===== config.mk =====
export PLATFORM = sky130hd
export DESIGN_NAME = nativephy_loopback_sequencer
export DESIGN_NICKNAME = d
export VERILOG_FILES = /design/src/rtl/nativephy_loopback_sequencer.sv
export SDC_FILE = /design/constraint.sdc
export NUM_CORES = 1
export LEC_CHECK = 0
export CAP_MARGIN = 20
export CORE_MARGIN = 5
export CORE_UTILIZATION = 51
export CTS_BUF_LIST = sky130_fd_sc_hd__clkbuf_16
export DETAILED_ROUTE_END_ITERATION = 7
export PLACE_DENSITY = 0.95
export RECOVER_POWER = 50
export SLEW_MARGIN = 20
export SYNTH_ARGS = -nofsm -noshare
export SYNTH_HDL_FRONTEND = slang
export SYNTH_SLANG_ARGS = --single-unit
export TNS_END_PERCENT = 100

===== constraint.sdc =====
create_clock -name clk -period 5.64 [get_ports clk]
set_input_delay 1.692 -clock clk [delete_from_list [all_inputs] [get_ports clk]]
set_output_delay 1.692 -clock clk [all_outputs]
set_load 0.05 [all_outputs]

===== src/rtl/nativephy_loopback_sequencer.sv =====
// Runs one PHY serial-loopback test over CSR: enable, poll lock, dwell, recheck, disable.
// Strobes follow state with zero added latency; no backpressure, start is dropped while busy.
module nativephy_loopback_sequencer #(
  parameter logic [3:0]  CTRL_ADDR    = 4'd0,
  parameter logic [3:0]  STATUS_ADDR  = 4'd1,
  parameter logic [15:0] MAX_POLLS    = 16'd1000,
  parameter logic [31:0] DWELL_CYCLES = 32'd1000000
) (
  input  logic        clk,
  input  logic        reset_n,
  input  logic        start,
  input  logic        abort,
  output logic [3:0]  csr_address,
  output logic        csr_read,
  output logic        csr_write,
  output logic [31:0] csr_writedata,
  input  logic [31:0] csr_readdata,
  output logic        busy,
  output logic        done,
  output logic        pass,
  output logic        timeout_err,
  output logic        aborted,
  output logic [15:0] poll_count
);

  // A zero dwell still spends one cycle in DWELL.
  localparam logic [31:0] DWELL_LAST = (DWELL_CYCLES == 32'd0) ? 32'd0 : DWELL_CYCLES - 32'd1;

  typedef enum logic [3:0] {
    IDLE, WR_EN, POLL_RD, POLL_WAIT, DWELL, FINAL_RD, FINAL_WAIT, WR_DIS, DONE
  } state_t;

  state_t      state, state_nxt;
  logic [31:0] dwell_cnt;
  logic        locked;
  logic        can_abort;
  logic        abort_take;
  logic        poll_timeout;
  logic        unused_rdata_hi;

  assign locked          = (csr_readdata[1:0] == 2'b11);
  assign unused_rdata_hi = ^csr_readdata[31:2];
  assign can_abort       = (state == WR_EN) || (state == POLL_RD) || (state == POLL_WAIT) ||
                           (state == DWELL) || (state == FINAL_RD) || (state == FINAL_WAIT);
  assign abort_take      = abort && can_abort;
  assign poll_timeout    = (state == POLL_WAIT) && !locked && (poll_count >= MAX_POLLS);
  assign busy            = (state != IDLE);
  assign done            = (state == DONE);

  always_comb begin
    state_nxt     = state;
    csr_read      = 1'b0;
    csr_write     = 1'b0;
    csr_address   = CTRL_ADDR;
    csr_writedata = 32'h0;
    case (state)
      IDLE:       if (start) state_nxt = WR_EN;
      WR_EN: begin
        csr_write     = 1'b1;
        csr_writedata = 32'h1;
        state_nxt     = POLL_RD;
      end
      POLL_RD: begin
        csr_read    = 1'b1;
        csr_address = STATUS_ADDR;
        state_nxt   = POLL_WAIT;
      end
      POLL_WAIT: begin
        if (locked)            state_nxt = DWELL;
        else if (poll_timeout) state_nxt = WR_DIS;
        else                   state_nxt = POLL_RD;
      end
      DWELL:      if (dwell_cnt == DWELL_LAST) state_nxt = FINAL_RD;
      FINAL_RD: begin
        csr_read    = 1'b1;
        csr_address = STATUS_ADDR;
        state_nxt   = FINAL_WAIT;
      end
      FINAL_WAIT: state_nxt = WR_DIS;
      WR_DIS: begin
        csr_write = 1'b1;
        state_nxt = DONE;
      end
      DONE:       state_nxt = IDLE;
      default:    state_nxt = IDLE;
    endcase
    // Abort overrides any lock/timeout decision but leaves this cycle's strobe intact.
    if (abort_take) state_nxt = WR_DIS;
  end

  always_ff @(posedge clk) begin
    if (!reset_n) begin
      state       <= IDLE;
      dwell_cnt   <= 32'd0;
      pass        <= 1'b0;
      timeout_err <= 1'b0;
      aborted     <= 1'b0;
      poll_count  <= 16'd0;
    end else begin
      state <= state_nxt;

      if (state == DWELL) dwell_cnt <= dwell_cnt + 32'd1;
      else                dwell_cnt <= 32'd0;

      if (state == IDLE && start) begin
        pass        <= 1'b0;
        timeout_err <= 1'b0;
        aborted     <= 1'b0;
        poll_count  <= 16'd0;
      end

      if (state == POLL_RD && poll_count != 16'hFFFF) poll_count <= poll_count + 16'd1;

      if (abort_take) begin
        aborted <= 1'b1;
        pass    <= 1'b0;
      end else begin
        if (poll_timeout)          timeout_err <= 1'b1;
        if (state == FINAL_WAIT)   pass        <= locked;
      end
    end
  end

endmodule


[Word level (Yosys, flattened, before mapping)]
Cells that the tools add are included.
Storage, ports and cells
  register bits: 55
  output and inout port bits: 59
  logic and storage cells: 66
  input port bits: 36
Cells by class
  add/sub/neg operators: 2
  bitwise operators: 1
  order comparisons: 1
  reduce and logical (&&, ||, !) cells: 22
  equal/unequal tests: 15
  mux-type cells: 18
Operators with widths (count)
  $add 32x1->32 const B: 1
  $eq 32x20->1 const B: 1
  $mux 16: 2
  $pmux 4 s8: 1
  $add 16x1->16 const B: 1
  $eq 4x3->1 const B: 4
  $ge 16x10->1 const B: 1
  $ne 16x16->1 const B: 1
  $mux 1: 10
  $mux 3: 3
  $eq 4x2->1 const B: 2
  $mux 4: 2
  $ne 3x3->1 const B: 2
  $reduce_and 2->1: 3
  $reduce_bool 2->1: 3
  $reduce_or 2->1: 3
  $logic_and 1x1->1: 5
  $logic_or 1x1->1: 5
  $eq 4x1->1 const B: 1
  $eq 4x4->1 const B: 1
  $logic_not 4->1: 1
  $ne 2x2->1 const B: 2
  $reduce_bool 4->1: 1
  $eq 2x2->1 const B: 1
  2 further kinds: 2

[Logic depth before layout (Yosys ltp)]
Gate-level depths: netlist of the first run.
  depth after elaboration: 9
  mapped depth: 6
  mapped depth without buffers: 5

[Least setup slack after synthesis of the first run]
Ideal clock, no wire load.
  kind: register to output
  start point: reg state[0]
  end point: out csr_address[0]
  slack: 1.883 ns
  data required time: 3.948 ns
  cell stages (with the launch flop): 6
  arrival time: 2.065 ns
  buffers on the path: 3
  cell sequence: dfxtp_1 -> clkbuf_1 -> clkbuf_1 -> nand3b_1 -> a21oi_1 -> buf_4
Between the ends
  cells in the longest elaborated chain, start to end: 3
  elaborated cells on any way between the ends: 4
  those cells by class: 2 x eq/ne; 1 x mux; 1 x reduce/logical
Ends and longest elaborated chain
  start: declaration: RTL line 33  | state_t state, state_nxt;
  start signal: assignment: RTL line 100  | state <= state_nxt;
  $eq 4x2->1 or $eq 4x3->1 (tied branches): RTL line 56  | case (state)
  $reduce_or 2->1 (no source line) (*)
  $mux 1 (*): RTL line 56
  end: declaration: RTL line 13  | output logic [3:0] csr_address,
Mark *: on every way between the ends. The rest lies on a longest branch, timed or not.

==> results.toml, run 1 <==
[placed_design]
place_hpwl_mm = 5.16
place_congestion = 0.827
postPlaceCellArea_sq_mm = 0.00338
port_buffers = 30
dp_worst_setup_slack_ns = 1.51

[grt]
grtUsageTotal = 0.188
grt_max_degree = 29
grt_overflow = 0
antenna_found_initial = 0
grt_first_pass_wirelength_mm = 12.1
grt_pass1_vias = 2809

[min_path]
min_from = "timeout_err$_SDFF_PN0_"
hp-class = "reg2reg"

[die]
fp.dieW_um = 89.2
fp.dieH_um = 89.2
coreArea_sq_mm = 0.00599
start_util = 0.533
die_area_sq_mm = 0.00795
row_count = 28
io_pins = 95

[power_and_ir_drop]
ir_worst_vdd_uv = 184
p_total_w = 0.00115
total_leakage_power_nw = 1.20
p_per_area_mw_per_mm2 = 327

[synthesis]
synth_cells = 396
yosys.cell_types.count = 49
async_flop_share = 0
synthTopCellsByCount = "dfxtp_1 (55), buf_4 (35), nand2_1 (32)"
yosys-top-cells-area = "dfxtp_1 (34%), buf_4 (8.2%), or4_1 (4.7%)"
synth-edff-count = 0
synth_seq_cells = 55
avgSynthCellArea_sq_um = 8.07
seq_area_frac_synth = 0.345
synth_top_area_share = 0.345
synth_ff_type = "dfxtp_1"
synth_top_area_cell = "dfxtp_1"
synth_most_common_cell = "dfxtp_1"
syn_area_sq_mm = 0.00320
ys_warn_count = 0

[critical_path]
slowest_delay_ns = 0.98
worstPathArrival_ns = 4.15
worstReg2RegStart = "state[1]$_SDFFE_PN0P_"
startpoint = "reset_n"
reg2reg_to = "poll_count[7]$_SDFFE_PN0P_"
rr_worst_depth = 4
path_class = "in2reg"
worstPathMaxFanout = 18
end_kind = "flip-flop"
crit_required_ns = 5.82
crit_path_top_delay_cell = "dlygate4sd3_1"
worst-r2r-setup-slack_ns = 3.15
path_cells = "dlygate4sd3_1 > inv_1 > a21oi_1 > nand2b_1 > o41ai_1"
crit_path_start_kind = "input pin"
cp-endpoint = "poll_count[7]$_SDFFE_PN0P_"

[sta]
setup_violations = 0
tightestPinTransition_ns = 1.55
clock-skew-final_ns = 0.00552
finalMaxSlewViolations = 29
tns_ns = 0
setup_ws_ns = 1.67
relSlewSlack = -0.0345
period_share = 0.704
fmax_mhz = 252
post-route-min-period_ns = 3.97
rsz0062_at_grt = "false"
hold_viol_final = 0

[clock_network]
clock_latency_ns = 0.30
ctsResizeCount = 0
root_buffer = "clkbuf_16"
path_clk_slew_ns = 0.07
cts_max_level = 2
cts_tree = "done"
cts_setup_buffers = 0
cts_sinks = 55
cts_buffer_depth = 2
holdBufCountCts = 0
numCtsBuffers = 5

[routing]
postRouteAntennaNets = 0
wl_per_cell_um = 15.2
drc_errors = 0
vias = 3053
drt_iter0_markers = 214
wirelength_mm = 7.44
firstDrtPassIters = 6
viasPerCell = 6.26

[cells_and_area]
post-route-util = 0.588
fill_cells = 510
regArea_sq_mm = 0.00110
drive_above_1_share = 0.0315
fin_area_sq_mm = 0.00352
diodes = 0
finalNetCount = 451
syn_to_final_growth_pct = 10.2
multiInputGateArea_sq_mm = 0.00183

[run]
drv_cap = 1

[outcome]
violations = "max-capacitance violations, max-slew violations"
status = "finished with violations"
==> stage by stage <==
step | hold slack (ns) | cells
2_1_floorplan | 0.426 | 429
3_3_place_gp | 0.435 | 480
3_5_place_dp | 0.447 | 480
4_1_cts | 0.463 | 488
5_1_grt | 0.508 | 488
6_report | 0.460 | 488
==> layout by cell type, fill, tap and decap left out, types with 5 or more instances in the layout <==
cell,n
dfxtp_1,55
conb_1,34
nand2_1,32
a21oi_1,24
nand3_1,23
nor2_1,22
dlygate4sd3_1,21
or4_1,20
nand4_1,17
inv_1,12
o31ai_1,12
o21ai_0,11
or3_1,9
clkdlybuf4s50_1,9
and3_1,8
nor3_1,8
nor4_1,7
xor2_1,7
nand2b_1,6
o311ai_0,6
xnor2_1,5
o211ai_1,5
and4_1,5
o41ai_1,5
clkbuf_16,5
==> registers in the layout (all words and copies together), names as in the netlist <==
name,cells
pass,1
state,4
aborted,1
poll_count,16
dwell_cnt,32
timeout_err,1
==> cells by family (layout without fill, tap and decap cells) <==
family,after synthesis,after routing,share of synthesized area
AND/OR/NAND/NOR,173,173,0.308
AO/OA/AOI/OAI,84,84,0.177
buffers and inverters,67,51,0.122
flip-flops,55,55,0.345
XOR/XNOR,12,12,0.0329
adder cells (fa/ha/maj),3,3,0.0117
other,1,34,0.00117
multiplexers,1,1,0.00313
==> power by group <==
part           leakage (nW)  internal (W)  switching (W)
Clock                0.0649      0.000162       0.000142
Sequential            0.444      0.000406      0.0000523
Combinational         0.687      0.000115       0.000274
==> worst max-delay path: cells and delay by family <==
kind	cells	cell delay [ns]
buf+inv	2	1.26
compound gates	2	1.05
simple gates	1	0.14
==> layer usage <==
layer	global-route usage	share of wire	vias up
met5	0	0	-
met4	0.0920	0.014	0
met3	0.0276	0.077	13
met2	0.323	0.49	145
met1	0.229	0.41	1440
li1	-	-	1455
==> worst min path at each step <==
stage                                    to  slack [ns]  cells past startpoint
floorplan           dwell_cnt[0]$_SDFF_PN0_        0.43                      1
global placement    dwell_cnt[0]$_SDFF_PN0_        0.43                      1
detailed placement  dwell_cnt[0]$_SDFF_PN0_        0.45                      1
CTS                 dwell_cnt[0]$_SDFF_PN0_        0.46                      1
global route        dwell_cnt[0]$_SDFF_PN0_        0.51                      1
finish               timeout_err$_SDFF_PN0_        0.46                      2
==> area by class of cell <==
class,count,area share
Multi-Input combinational cell,307,0.521
Timing Repair Buffer,31,0.0874
Clock inverter,3,0.00426
Tap cell,75,0.0266
Inverter,12,0.0128
Sequential cell,55,0.313
Clock buffer,5,0.0355
Note: power is estimated with default switching activity, not from simulation.
==> inputs of run 2 (changes only) <==
--- a/config.mk
+++ b/config.mk
@@ -7,10 +7,10 @@
 export LEC_CHECK = 0
 export CAP_MARGIN = 20
 export CORE_MARGIN = 5
-export CORE_UTILIZATION = 51
+export CORE_UTILIZATION = 43
 export CTS_BUF_LIST = sky130_fd_sc_hd__clkbuf_16
 export DETAILED_ROUTE_END_ITERATION = 7
-export PLACE_DENSITY = 0.95
+export PLACE_DENSITY = 0.88
 export RECOVER_POWER = 50
 export SLEW_MARGIN = 20
 export SYNTH_ARGS = -nofsm -noshare
==> constraint.sdc (replaced) <==
create_clock -name clk -period 3.55 [get_ports clk]
set_input_delay 1.065 -clock clk [delete_from_list [all_inputs] [get_ports clk]]
set_output_delay 1.065 -clock clk [all_outputs]
set_load 0.05 [all_outputs]
==> results.toml, run 2 (same netlist as run 1, synthesis figures left out) <==
[outcome]
status = "finished with violations"
violations = "max-capacitance violations, max-slew violations"

[run]
drv_cap = 1

[routing]
firstDrtPassIters = 5
drt_iter0_markers = 209
postRouteAntennaNets = 0
wirelength_mm = 7.31
viasPerCell = 5.74
wl_per_cell_um = 14.3
vias = 2945
drc_errors = 0

[cells_and_area]
largest_register = "dwell_cnt"
top_regs = "dwell_cnt (32), poll_count (16), state (4)"
fin_area_sq_mm = 0.00355
layout_commonest_cell = "dfxtp_1"
syn_to_final_growth_pct = 11.2
fill_cells = 670
largest_reg_flops = 32
post-route-util = 0.490
diodes = 0
layout_common_cells = "dfxtp_1 (55), conb_1 (34), nand2_1 (32), clkdlybuf4s50_1 (27), a21oi_1 (24)"
drive_above_1_share = 0.0314
finalNetCount = 454
fin_cells = 513

[critical_path]
worstReg2RegStart = "state[1]$_SDFFE_PN0P_"
crit_required_ns = 2.48
worst-r2r-setup-slack_ns = 1.08
end_kind = "primary output"
reg2reg_to = "poll_count[4]$_SDFFE_PN0P_"
rr_worst_depth = 3
worstPathMaxFanout = 16
crit_path_start_kind = "flip-flop"
startpoint = "state[1]$_SDFFE_PN0P_"
worstPathArrival_ns = 2.19
path_class = "reg2out"

[clock_network]
ctsResizeCount = 0
numCtsBuffers = 5
clock_latency_ns = 0.29
cts_sinks = 55
cts_max_level = 2
cts_setup_buffers = 0
cts_buffer_depth = 2
cts_tree = "done"
root_buffer = "clkbuf_16"
path_clk_slew_ns = 0.07
holdBufCountCts = 0

[placed_design]
place_hpwl_mm = 5.29
place_congestion = 0.898
dpl.cell_count = 507
port_buffers = 30
postPlaceCellArea_sq_mm = 0.00343
dp_worst_setup_slack_ns = 0.623

[power_and_ir_drop]
swShare = 0.405
p_per_area_mw_per_mm2 = 517
ir_worst_vdd_uv = 211
total_leakage_power_nw = 1.12
intPower_w = 0.00109
power_frac_comb = 0.348
p_sw_w = 0.000744
pwr-share-clk = 0.259
seq_power_share = 0.393

[grt]
grtUsageTotal = 0.162
grt_first_pass_wirelength_mm = 12.2
grt_pass1_vias = 2767
grt_max_degree = 29
grt_overflow = 0
antenna_found_initial = 0

[sta]
hold_viol_final = 0
rsz0062_at_grt = "false"
post-route-min-period_ns = 3.26
relSlewSlack = -0.0309
setup_ws_ns = 0.294
finalMaxSlewViolations = 29
tns_ns = 0
tightestPinTransition_ns = 1.55
clock-skew-final_ns = 0.0109
fmax_mhz = 307
period_share = 0.917
setup_violations = 0

[die]
die_area_sq_mm = 0.00926
coreArea_sq_mm = 0.00725
io_pins = 95
fp.dieW_um = 96.2
fp.dieH_um = 96.2
start_util = 0.441
row_count = 31

[min_path]
hold_end = "aborted$_SDFFE_PN0P_"
hp-class = "reg2reg"
hold_depth = 2
min_from = "aborted$_SDFFE_PN0P_"
[run 2: changes by cell type in the layout (fill, tap and decap cells not counted)]
cell / before / now
dlygate4sd3_1: 21 / 3
clkinv_1: 2 / 0
clkdlybuf4s50_1: 9 / 27
nand4_2: 1 / 0
buf_4: 1 / 2
nand4_1: 17 / 18
clkbuf_1: 0 / 2
[run 2: metal layers]
layer | vias up | share of wire | global-route usage
met4 | 0 | 0.013 | 0.0735
met2 | 93 | 0.50 | 0.283
met5 | - | 0 | 0
li1 | 1452 | - | -
met1 | 1388 | 0.42 | 0.188
met3 | 12 | 0.067 | 0.0352
[run 2: layout make-up]
type                            instances  area (sq um)  area share
Inverter                               12          45.0      0.0127
Multi-Input combinational cell        307          1830       0.514
Clock buffer                            5           125      0.0352
Sequential cell                        55          1100       0.310
Tap cell                               99           124      0.0349
Clock inverter                          1          7.51     0.00211
Timing Repair Buffer                   34           323      0.0908
[run 2: power by group through the flow]
stage	Combinational [W]	Clock [W]	Sequential (W)
detailed placement	0.000637	0	0.000735
global route	0.000680	0.000513	0.000729
floorplan	0.000534	0	0.000714
CTS	0.000639	0.000480	0.000720
global placement	0.000620	0	0.000733
finish	0.000639	0.000476	0.000722
[run 2: worst max path at each step]
stage / end / slack (ns) / cells past startpoint
4_1_cts: done / 0.31 / 3
5_1_grt: done / 0.20 / 3
3_5_place_dp: done / 0.62 / 3
6_report: csr_address[0] / 0.29 / 3
3_3_place_gp: done / 0.63 / 3
2_1_floorplan: csr_address[0] / 0.42 / 5
[run 2: stage by stage]
step | power, W | hold slack (ns)
6_report | 0.00184 | 0.458
5_1_grt | 0.00192 | 0.492
4_1_cts | 0.00184 | 0.461
3_5_place_dp | 0.00137 | 0.451
3_3_place_gp | 0.00135 | 0.438
2_1_floorplan | 0.00125 | 0.426
[run 2: worst max-delay path: stages, from the launching register on]
cell and delay [ns]:
dfxtp_1 0.63, nand3b_1 0.14, a21oi_1 0.26, clkdlybuf4s50_1 0.87
